$ cat src/rtl/digit_serial_adder.sv
// Digit-serial adder: {cout,sum} = a + b + cin, two bits per clock through one 2-bit ripple slice.
// Latency: out_valid rises WIDTH/2 cycles after the input handshake; one operation in flight at a time.
// Backpressure: in_ready only in IDLE; result held in DONE until out_ready.
module digit_serial_adder #(
    parameter int WIDTH = 8
) (
    input  logic             clk,
    input  logic             rst,
    input  logic             in_valid,
    output logic             in_ready,
    input  logic [WIDTH-1:0] a,
    input  logic [WIDTH-1:0] b,
    input  logic             cin,
    output logic             out_valid,
    input  logic             out_ready,
    output logic [WIDTH-1:0] sum,
    output logic             cout,
    output logic             busy
);

    localparam int DIGITS = WIDTH / 2;
    localparam int CW     = (DIGITS > 1) ? $clog2(DIGITS) : 1;

    localparam logic [1:0] IDLE = 2'd0;
    localparam logic [1:0] ADD  = 2'd1;
    localparam logic [1:0] DONE = 2'd2;

    logic [1:0]       state;
    logic [CW-1:0]    cnt;
    logic             carry;
    logic [WIDTH-1:0] a_sr;
    logic [WIDTH-1:0] b_sr;
    logic [WIDTH-1:0] sum_next;
    logic             s0, c0, s1, c1;
    logic             last_digit;

    // Two full adders rippling low digit bit into high digit bit.
    assign s0 = a_sr[0] ^ b_sr[0] ^ carry;
    assign c0 = (a_sr[0] & b_sr[0]) | (carry & (a_sr[0] ^ b_sr[0]));
    assign s1 = a_sr[1] ^ b_sr[1] ^ c0;
    assign c1 = (a_sr[1] & b_sr[1]) | (c0 & (a_sr[1] ^ b_sr[1]));

    // Sum digits enter a_sr from the top as operand digits leave the bottom,
    // so after DIGITS shifts a_sr holds the complete sum.
    generate
        if (WIDTH == 2) begin : g_one_digit
            assign sum_next = {s1, s0};
        end else begin : g_multi_digit
            assign sum_next = {s1, s0, a_sr[WIDTH-1:2]};
        end
    endgenerate

    assign last_digit = (cnt == CW'(DIGITS - 1));

    assign in_ready  = (state == IDLE) && !rst;
    assign out_valid = (state == DONE);
    assign busy      = (state == ADD) || (state == DONE);

    always_ff @(posedge clk) begin
        if (rst) begin
            state <= IDLE;
            cnt   <= '0;
            carry <= 1'b0;
            a_sr  <= '0;
            b_sr  <= '0;
            sum   <= '0;
            cout  <= 1'b0;
        end else begin
            case (state)
                IDLE: begin
                    if (in_valid && in_ready) begin
                        a_sr  <= a;
                        b_sr  <= b;
                        carry <= cin;
                        cnt   <= '0;
                        state <= ADD;
                    end
                end
                ADD: begin
                    a_sr  <= sum_next;
                    b_sr  <= b_sr >> 2;
                    carry <= c1;
                    cnt   <= cnt + CW'(1);
                    if (last_digit) begin
                        sum   <= sum_next;
                        cout  <= c1;
                        state <= DONE;
                    end
                end
                DONE: begin
                    if (out_ready) begin
                        state <= IDLE;
                    end
                end
                default: state <= IDLE;
            endcase
        end
    end

endmodule

$ cat config.mk
export PLATFORM = sky130hd
export DESIGN_NAME = digit_serial_adder
export DESIGN_NICKNAME = d
export VERILOG_FILES = /design/src/rtl/digit_serial_adder.sv
export SDC_FILE = /design/constraint.sdc
export NUM_CORES = 1
export LEC_CHECK = 0
export ABC_CLOCK_PERIOD_IN_PS = 1700
export CAP_MARGIN = 20
export CORE_MARGIN = 4
export CORE_UTILIZATION = 45
export CTS_CLUSTER_DIAMETER = 60
export DETAILED_ROUTE_END_ITERATION = 8
export HOLD_SLACK_MARGIN = 0.15
export PLACE_DENSITY = 0.84
export SLEW_MARGIN = 10
export SYNTH_ARGS = -nofsm -noshare
export SYNTH_HDL_FRONTEND = slang
export SYNTH_SLANG_ARGS = --single-unit
$ cat constraint.sdc
create_clock -name clk -period 1.7 [get_ports clk]
set_clock_uncertainty 0.05 [all_clocks]
set_input_delay 0.34 -clock clk [delete_from_list [all_inputs] [get_ports clk]]
set_output_delay 0.34 -clock clk [all_outputs]
set_load 0.1 [all_outputs]
==> metrics, run 1 <==
most common cell after layout, fill and taps aside dfxtp_1; RSZ-0062 raised after global routing yes; main area contributors after synthesis dfxtp_1 (38%), nand4b_1 (8.3%), mux2i_1 (8.2%); Pwr per Cell Area 1287 nW/um2; synthesized cell area 1580 um2; clock buffer depth 2; Initial Utilization 46.99%; Slew headroom 72.31%; CP startpoint kind flop; crit path DAT 1880 ps; worst path required time 1880 ps; post-layout minimum cycle time 1704 ps; Cell Count Post-Placement 236; # IOs 33; MaxCap Viol Count 0; routed wire length on met2 2065 um; vias per cell 5.452; Final setup viols 1; Port Buffers 32; fmax 586.7 MHz; post-place setup slack -79.66 ps; H-tree Lvls 2; worst slew pin tran 415.3 ps; Non-Filler Instances 248; final worst-path cycle share 100.3%; final hold vios 0; post-synthesis simple-gate area fraction 20.74%; status finished, violations left; die footprint 4524 um2; Die X 67.26 um; vias in the first global route 1,350; largest net degree at the start of global routing 18; Syn Area/Cell 9.755 um2; post-synthesis compound-gate area fraction 18.21%; # rows 21; clock network power share 15.8%; antenna-violating nets left 0; die span in y 67.26 um; detailed-route wire length per cell 14.99 um; Remaining DRCs 0; Setup crit end kind flop; Post-DP HPWL 2713 um; via count 1,352; Clock transition at path regs 90 ps; #FFs+latches synth 30; area leader, netlist dfxtp_1; adder-cell area share of the yosys netlist 6.492%; worst-path fanout max 2; XOR/XNOR Fraction of Synth Area 0%; hold slack 432.3 ps; initial antenna violation count 0; 1st-iter DRT viols 97; # diodes 0; cells after synthesis 162; Inserted Clock Buffers 5; violated checks negative setup slack; part of the power in registers 32.0%; Core Util, Final 64.99%; cell-internal power 1.659 mW; maximum VDD drop 0.9271 mV; Lkg Pwr 0.8069 nW; Layout fillers 295; Synth Warn # 0; Crit Path Class flop to flop; post-synthesis net count 190; final wirelength 3718 um; Worst-Skew Late Latency 340 ps; first-pass GRT wire length 5982 um; Hold Path Class flop to flop; Clock Sinks 30; Total GRT Usage 18.03%; first-pass iteration count of the detailed router 4; Yosys top cell area share 38.00%; Sw Share 41.05%; post-layout net count 229; Area Overhead vs Synth 38.32%; Switching Power 1.155 mW; metal1 wirelength 1385 um; multiplexer share of the synthesized area 8.234%; sequential area share after synthesis 38.00%; uppermost layer routed met4; synth unique cells 29; total congestion overflow 0; Slew Viols, Final 0; routability congestion estimate 0.7825; hold_buf cts 0; most frequent cells in the layout dfxtp_1 (25), nand2_1 (20), clkdlybuf4s50_1 (20); Final WS setup -4.337 ps; routed length on met3 186 um; combinational share of power 52.2%; core footprint 3363 um2; CTS tree built; root buf cell clkbuf_4; share of cells above drive strength 1 28.71%; main combinational cell family by area after synthesis simple AND/OR/NAND/NOR gates
-- area by class of cell --
cell class / instances / area, um2 / share of cell area, %
Tap cell: 46 / 57.56 / 2.633
Sequential cell: 30 / 606.8 / 27.76
Clock buffer: 7 / 55.05 / 2.519
Clock inverter: 1 / 5.005 / 0.2290
Timing Repair Buffer: 47 / 553.0 / 25.30
Inverter: 8 / 35.03 / 1.603
Multi-Input combinational cell: 109 / 873.3 / 39.95
-- cells in the mapped netlist --
cell      number
clkbuf_1       3
a211oi_1       3
and3b_1        1
a211o_1        4
buf_2          6
nand4_1        2
a21oi_1        8
o21a_4         1
nand3b_1       1
ha_1           5
o31ai_2       10
inv_1          8
a32oi_1        2
nand2_1       20
dfxtp_1       30
and2_1         1
nand2b_2       1
nand3_1        3
fa_1           2
o31ai_1        3
o21ai_0        2
nand2b_1       3
mux2i_1       13
buf_6          4
and3_1         1
nand4b_1      15
nor2_1         5
nor2b_1        3
buf_4          2
-- state kept, by name, summed over array words and instances, names as in the netlist --
name   flops
state      2
b_sr       8
a_sr       8
cout       1
cnt        2
carry      1
sum        8
-- worst max-delay path, stage by stage (launching register included) --
cell and delay, ps:
dfxtp_2 340, inv_2 40, fa_2 380, fa_1 500, inv_1 50, mux2i_1 170, o31ai_2 80
-- logic make-up after synthesis --
kind of cell    count (synthesis)
compound gates                 33
fa+ha+maj                       7
buf+inv                        23
flops                          30
mux                            13
simple gates                   56
-- power by group through the flow --
stage | logic, mW | clock network (mW) | registers, mW
global placement | 1.29 | 0 | 0.890
global route | 1.56 | 0.509 | 0.911
finish | 1.47 | 0.445 | 0.900
floorplan | 1.02 | 0 | 0.878
CTS | 1.41 | 0.457 | 0.887
detailed placement | 1.34 | 0 | 0.899
-- metal layers --
metal  GRT usage [%]  vias to the layer above
li1                -                      659
met1           18.83                      645
met2           30.31                       41
met3           6.156                        7
met4           12.41                        0
met5               0                        -
-- what timing repair did --
action / 4_1_cts / 5_1_grt
pin swaps: 3 / 4
endpoints found under the hold margin: 0 / 0
setup buffers: 1 / 3
endpoints found under the setup margin: 3 / 4
resized for setup: 9 / 5
-- per-stage QoR --
step,TNS (ps),total power [mW],cell area [um2]
floorplan,-135.2,1.895,1585
global placement,-22.71,2.179,2064
detailed placement,-79.66,2.241,2064
CTS,-37.29,2.750,2155
global route,-88.22,2.984,2186
finish,-4.337,2.814,2186
-- worst paths after layout --
check | from | to | slack, ps | cells after the start
worst min-delay path | cnt[1] | cnt[1] | 430 | 2
worst max register to register | b_sr[0] | a_sr[7] | -4 | 6
worst min register to register | cnt[1] | cnt[1] | 430 | 2
worst max-delay path | b_sr[0] | a_sr[7] | -4 | 6
Note: power is estimated with default switching activity, not from simulation.
==> run 2: changes to the inputs <==
--- a/config.mk
+++ b/config.mk
@@ -8,11 +8,12 @@
 export ABC_CLOCK_PERIOD_IN_PS = 1700
 export CAP_MARGIN = 20
 export CORE_MARGIN = 4
-export CORE_UTILIZATION = 45
+export CORE_UTILIZATION = 47
+export CTS_BUF_LIST = sky130_fd_sc_hd__clkbuf_4 sky130_fd_sc_hd__clkbuf_8
 export CTS_CLUSTER_DIAMETER = 60
 export DETAILED_ROUTE_END_ITERATION = 8
 export HOLD_SLACK_MARGIN = 0.15
-export PLACE_DENSITY = 0.84
+export PLACE_DENSITY = 0.86
 export SLEW_MARGIN = 10
 export SYNTH_ARGS = -nofsm -noshare
 export SYNTH_HDL_FRONTEND = slang
==> run 2 against run 1 <==
Compared with the run above:
- the flow still finishes with violations (negative setup slack)
- core utilization increased by 5.7 points
- sequential power decreased by 1%
- final cell count decreased by 2.0%
- first-iteration DRC count decreased by 8.2%
- routed wire length decreased by 6.3%
- count of clock-buffer cells in the layout decreased by 1
- setup slack got worse by 1.5 ps
- fmax about the same
- sequential share of layout area decreased by 0.48 points
- critical endpoint unchanged
- largest cell class unchanged
==> metrics, run 2 (synthesized netlist as in run 1, its figures left out) <==
status finished, violations left; violated checks negative setup slack; Die X 65.99 um (-1.9%); Slew headroom 82.07% (+9.8 points); root buf cell clkbuf_4; Clock Sinks 30 (unchanged); post-layout minimum cycle time 1706 ps (+1.478 ps); post-layout net count 226 (-1.3%); Post-DP HPWL 2653 um (-2.2%); maximum VDD drop 1.037 mV (+12%); clock buffer depth 2 (unchanged); crit path DAT 1890 ps (about the same); vias in the first global route 1,331 (-1.4%); CP startpoint kind flop; Final WS setup -5.815 ps (-1.478 ps); Setup crit end kind flop; Hold Path Class flop to flop; worst path required time 1880 ps (about the same); share of cells above drive strength 1 26.63% (-2.1 points); final worst-path cycle share 100.3% (about the same); die footprint 4354 um2 (-3.8%); Worst Reg-to-Reg Cells 6 (unchanged); Worst-Skew Late Latency 330 ps (about the same); # rows 20 (-4.8%); fmax 586.2 MHz (about the same); antenna-violating nets left 0 (unchanged); Pwr per Cell Area 1378 nW/um2 (+7.0%); Remaining DRCs 0 (unchanged); Initial Utilization 50.52% (+3.5 points); final hold vios 0 (unchanged); Lkg Pwr 0.8153 nW (+1.0%); most frequent cells in the layout dfxtp_1 (28), nand2_1 (20), clkdlybuf4s50_1 (20); hold_buf cts 0 (unchanged); Reg2Reg Capture Point a_sr[7]; first-pass GRT wire length 6072 um (+1.5%); worst-path fanout max 2 (unchanged); Slew Viols, Final 0 (unchanged); routability congestion estimate 0.7562 (-3.4%); Inserted Clock Buffers 5 (unchanged); Hold Crit Depth 2 (unchanged); total congestion overflow 0 (unchanged); # diodes 0 (unchanged); Non-Filler Instances 243 (-2.0%); Final setup viols 2 (+1); hold slack 435.4 ps (+3.163 ps); reg2reg setup slack -6 ps (about the same); most common cell after layout, fill and taps aside dfxtp_1; vias per cell 5.481 (+0.55%); H-tree Lvls 2 (unchanged); # IOs 33 (unchanged); Port Buffers 32 (unchanged); initial antenna violation count 0 (unchanged); first-pass iteration count of the detailed router 4 (unchanged); MaxCap Viol Count 0 (unchanged); core footprint 3128 um2 (-7.0%); CTS tree built; Crit Path Class flop to flop; Total GRT Usage 17.91% (-0.12 points); detailed-route wire length per cell 14.34 um (-4.4%); hold_sp cnt[1]; Hold Crit Endpoint cnt[1]; 1st-iter DRT viols 89 (-8.2%); Largest regs a_sr x8, b_sr x8, sum x8; RSZ-0062 raised after global routing yes; Clock transition at path regs 100 ps (about the same); Cell Count Post-Placement 235 (-0.42%); largest net degree at the start of global routing 18 (unchanged); reg-to-reg startpoint carry; via count 1,332 (-1.5%); die span in y 65.99 um (-1.9%); worst slew pin tran 268.2 ps (-147.1 ps); Area Overhead vs Synth 39.90%; final wirelength 3484 um (-6.3%)
## run 2: how the worst max path moves through the flow
| stage | start | to | slack (ps) | cells past startpoint |
|---|---|---|---|---|
| 6_report | carry | a_sr[7] | -6 | 6 |
| 2_1_floorplan | state[0] | in_ready | -140 | 3 |
| 3_5_place_dp | carry | a_sr[7] | -100 | 6 |
| 5_1_grt | carry | a_sr[7] | -80 | 6 |
| 4_1_cts | carry | a_sr[7] | -30 | 6 |
| 3_3_place_gp | carry | a_sr[7] | -20 | 6 |
## run 2: per-stage QoR
step	setup TNS [ps]	utilization, %	area (um2)	setup slack [ps]	total power, mW
2_1_floorplan	-135.2	-	1585	-135.2	1.895
3_3_place_gp	-21.51	66.56	2082	-21.51	2.208
3_5_place_dp	-110.4	66.56	2082	-99.52	2.253
4_1_cts	-30.02	70.64	2210	-30.02	3.044
5_1_grt	-147.3	70.68	2211	-81.01	3.216
6_report	-10.01	70.68	2211	-5.815	3.046
## run 2: power breakdown
part	total, mW	internal (mW)	leakage, nW	switching (mW)
sequential	0.891	0.815	0.245	0.0759
clock	0.758	0.498	0.0585	0.260
combinational	1.40	0.603	0.512	0.794
## run 2: per-layer routing
layer	vias up	GRT usage, %	wire length (um)
met4	0	5.330	51
met1	635	20.92	1505
met2	39	32.04	1754
met5	-	0	0
li1	651	-	-
met3	7	4.422	173
## run 2: final cells by class
cell class / count / area, um2
multi-input combinational: 109 / 868.3
sequential: 30 / 603.1
timing repair buffer: 44 / 543.0
clock buffer: 6 / 51.30
clock inverter: 2 / 60.06
tap: 44 / 55.05
inverter: 8 / 30.03
fill: 228 / 917.1
## run 2: critical path: stages, from the launching register on
cell and delay, ps:
dfxtp_2 340, inv_2 40, fa_2 380, fa_1 510
inv_1 40, mux2i_1 170, o31ai_2 70
## run 2: repair_timing
item / 4_1_cts / 5_1_grt
buffers inserted: 0 / 0
gates resized for setup: 7 / 1
endpoints found under the setup margin: 3 / 3
==> run 3: changes to the inputs <==
--- a/config.mk
+++ b/config.mk
@@ -14,6 +14,7 @@
 export DETAILED_ROUTE_END_ITERATION = 8
 export HOLD_SLACK_MARGIN = 0.15
 export PLACE_DENSITY = 0.86
+export SETUP_SLACK_MARGIN = 0.02
 export SLEW_MARGIN = 10
 export SYNTH_ARGS = -nofsm -noshare
 export SYNTH_HDL_FRONTEND = slang
==> run 3 against run 2 <==
Compared with the run above:
- the run still ends with negative setup slack left
- sequential cell count did not move
- non-clock buffer count grew 8
- clock power shrank 38%
- final cell count increased by 3.3%
- hold slack better by 3.0 ps
- critical path depth did not move
- combinational power grew 11%
- core utilization is 0.76 points higher
- via count rose by 2.3%
- power down 4.2%
- critical path type unchanged
==> metrics, run 3 (synthesized netlist as in run 1, its figures left out) <==
Cell Area, Placed 2072 um2 (-0.48%); total congestion overflow 0 (unchanged); routability congestion estimate 0.7750 (+2.5%); RSZ-0062 raised after global routing yes; fmax 579.1 MHz (-1.2%); worst slew pin tran 302.3 ps (+34.16 ps); Post-DP HPWL 2679 um (+1.0%); Slew Viols, Final 0 (unchanged); largest net degree at the start of global routing 23 (+5); MaxCap Viol Count 0 (unchanged); combinational share of power 53.0% (+7.1 points); Worst-Skew Late Latency 340 ps (about the same); Slew headroom 79.67% (-2.4 points); core footprint 3128 um2 (unchanged); clock network power share 16.1% (-8.8 points); 1st-iter DRT viols 73 (-18%); hold slack 438.4 ps (+3.006 ps); violated checks negative setup slack; Die X 65.99 um (unchanged); # diodes 0 (unchanged); worst-path fanout max 2 (unchanged); final worst-path cycle share 101.6% (+1.2 points); root buf cell clkbuf_4; detailed-route wire length per cell 15.46 um (+7.8%); CP startpoint kind flop; Clock Sinks 30 (unchanged); register area 606.8 um2 (+0.62%); Final WS setup -26.92 ps (-21.11 ps); crit path DAT 1920 ps (+30 ps); vias per cell 5.426 (-1.0%); Port Buffers 32 (unchanged); Worst Reg-to-Reg Cells 6 (unchanged); Setup crit end kind flop; cell-internal power 1.711 mW (-11%); Core Util, Final 71.44% (+0.76 points); CTS tree built; # IOs 33 (unchanged); Switching Power 1.208 mW (+7.0%); final wirelength 3880 um (+11%); H-tree Lvls 2 (unchanged); TNS Setup -26.92 ps (-16.91 ps); post-layout minimum cycle time 1727 ps (+21.11 ps); most frequent cells in the layout dfxtp_1 (25), nand2_1 (20), clkdlybuf4s50_1 (20), buf_4 (20), nand4b_1 (15); reg2reg setup slack -30 ps (-20 ps); initial antenna violation count 0 (unchanged); status finished, violations left; Reg2Reg Capture Point a_sr[7]; vias in the first global route 1,324 (-0.53%); Crit Path Class flop to flop; Sw Share 41.39% (+4.3 points); worst path required time 1890 ps (about the same); Setup crit start b_sr[0]; post-place setup slack -40.55 ps (+58.97 ps); Hold Path Class flop to flop; hold_buf cts 0 (unchanged); Clock transition at path regs 100 ps (about the same); Largest regs a_sr x8, b_sr x8, sum x8; Total GRT Usage 18.32% (+0.41 points); Design Area, Final 2235 um2 (+1.1%); reg-to-reg startpoint b_sr[0]; most common cell after layout, fill and taps aside dfxtp_1; area of the multi-input gates 885.9 um2 (+2.0%); Area Overhead vs Synth 41.41%; Layout fillers 225 (-1.3%); Inserted Clock Buffers 5 (unchanged); share of cells above drive strength 1 31.40% (+4.8 points); Lkg Pwr 0.8302 nW (+1.8%); part of the power in registers 30.9% (+1.6 points); Final setup viols 1 (-1); Initial Utilization 50.52% (unchanged); die footprint 4354 um2 (unchanged); Pwr per Cell Area 1306 nW/um2 (-5.2%); Remaining DRCs 0 (unchanged); # rows 20 (unchanged); die span in y 65.99 um (unchanged); first-pass GRT wire length 6051 um (-0.35%); first-pass iteration count of the detailed router 4 (unchanged); via count 1,362 (+2.3%); post-layout net count 234 (+3.5%); final hold vios 0 (unchanged); clock buffer depth 2 (unchanged); antenna-violating nets left 0 (unchanged); Critical Path End a_sr[7]; maximum VDD drop 1.049 mV (+1.1%)
run 3: repair_timing:
item / CTS / global route
endpoints found under the hold margin: 0 / 0
endpoints found under the setup margin: 4 / 7
pin swaps: 2 / 2
resized for setup: 11 / 3
buffers inserted: 2 / 6
run 3: how the worst min path moves through the flow:
stage	endpoint	slack, ps	cells after the start	from
finish	sum[1]	440	2	a_sr[3]
global route	sum[3]	450	2	a_sr[5]
CTS	sum[2]	430	2	a_sr[4]
detailed placement	sum[2]	420	2	a_sr[4]
global placement	sum[2]	410	2	a_sr[4]
floorplan	sum[0]	390	2	a_sr[2]
run 3: layout make-up:
cell class                 instances  area share (%)
sequential                        30           27.16
clock inverter                     2          0.5599
inverter                           8           1.456
clock buffer                       6           2.296
timing repair buffer              52           26.43
tap                               44           2.464
multi-input combinational        109           39.64
run 3: critical path, cell delays in order (launching register included):
cell and delay [ps]:
dfxtp_2 350, inv_2 40, fa_2 380, fa_1 530, inv_1 40, mux2i_1 160
o31ai_2 70
run 3: metrics by stage:
stage / std cells / power (mW)
floorplan: 162 / 1.897
global placement: 235 / 2.189
detailed placement: 235 / 2.244
CTS: 245 / 2.790
global route: 251 / 3.061
finish: 251 / 2.919
run 3: power by group through the flow:
stage	logic (mW)	registers (mW)	clock network (mW)
detailed placement	1.34	0.900	0
global route	1.64	0.916	0.505
floorplan	1.02	0.878	0
finish	1.55	0.901	0.471
CTS	1.42	0.894	0.476
global placement	1.30	0.891	0
run 3: per-layer routing:
| metal | up-vias | global-route usage (%) | routed length, um |
|---|---|---|---|
| met5 | - | 0 | 0 |
| met4 | 0 | 8.376 | 105 |
| met1 | 638 | 21.09 | 1672 |
| li1 | 668 | - | - |
| met3 | 11 | 5.102 | 193 |
| met2 | 45 | 31.29 | 1908 |
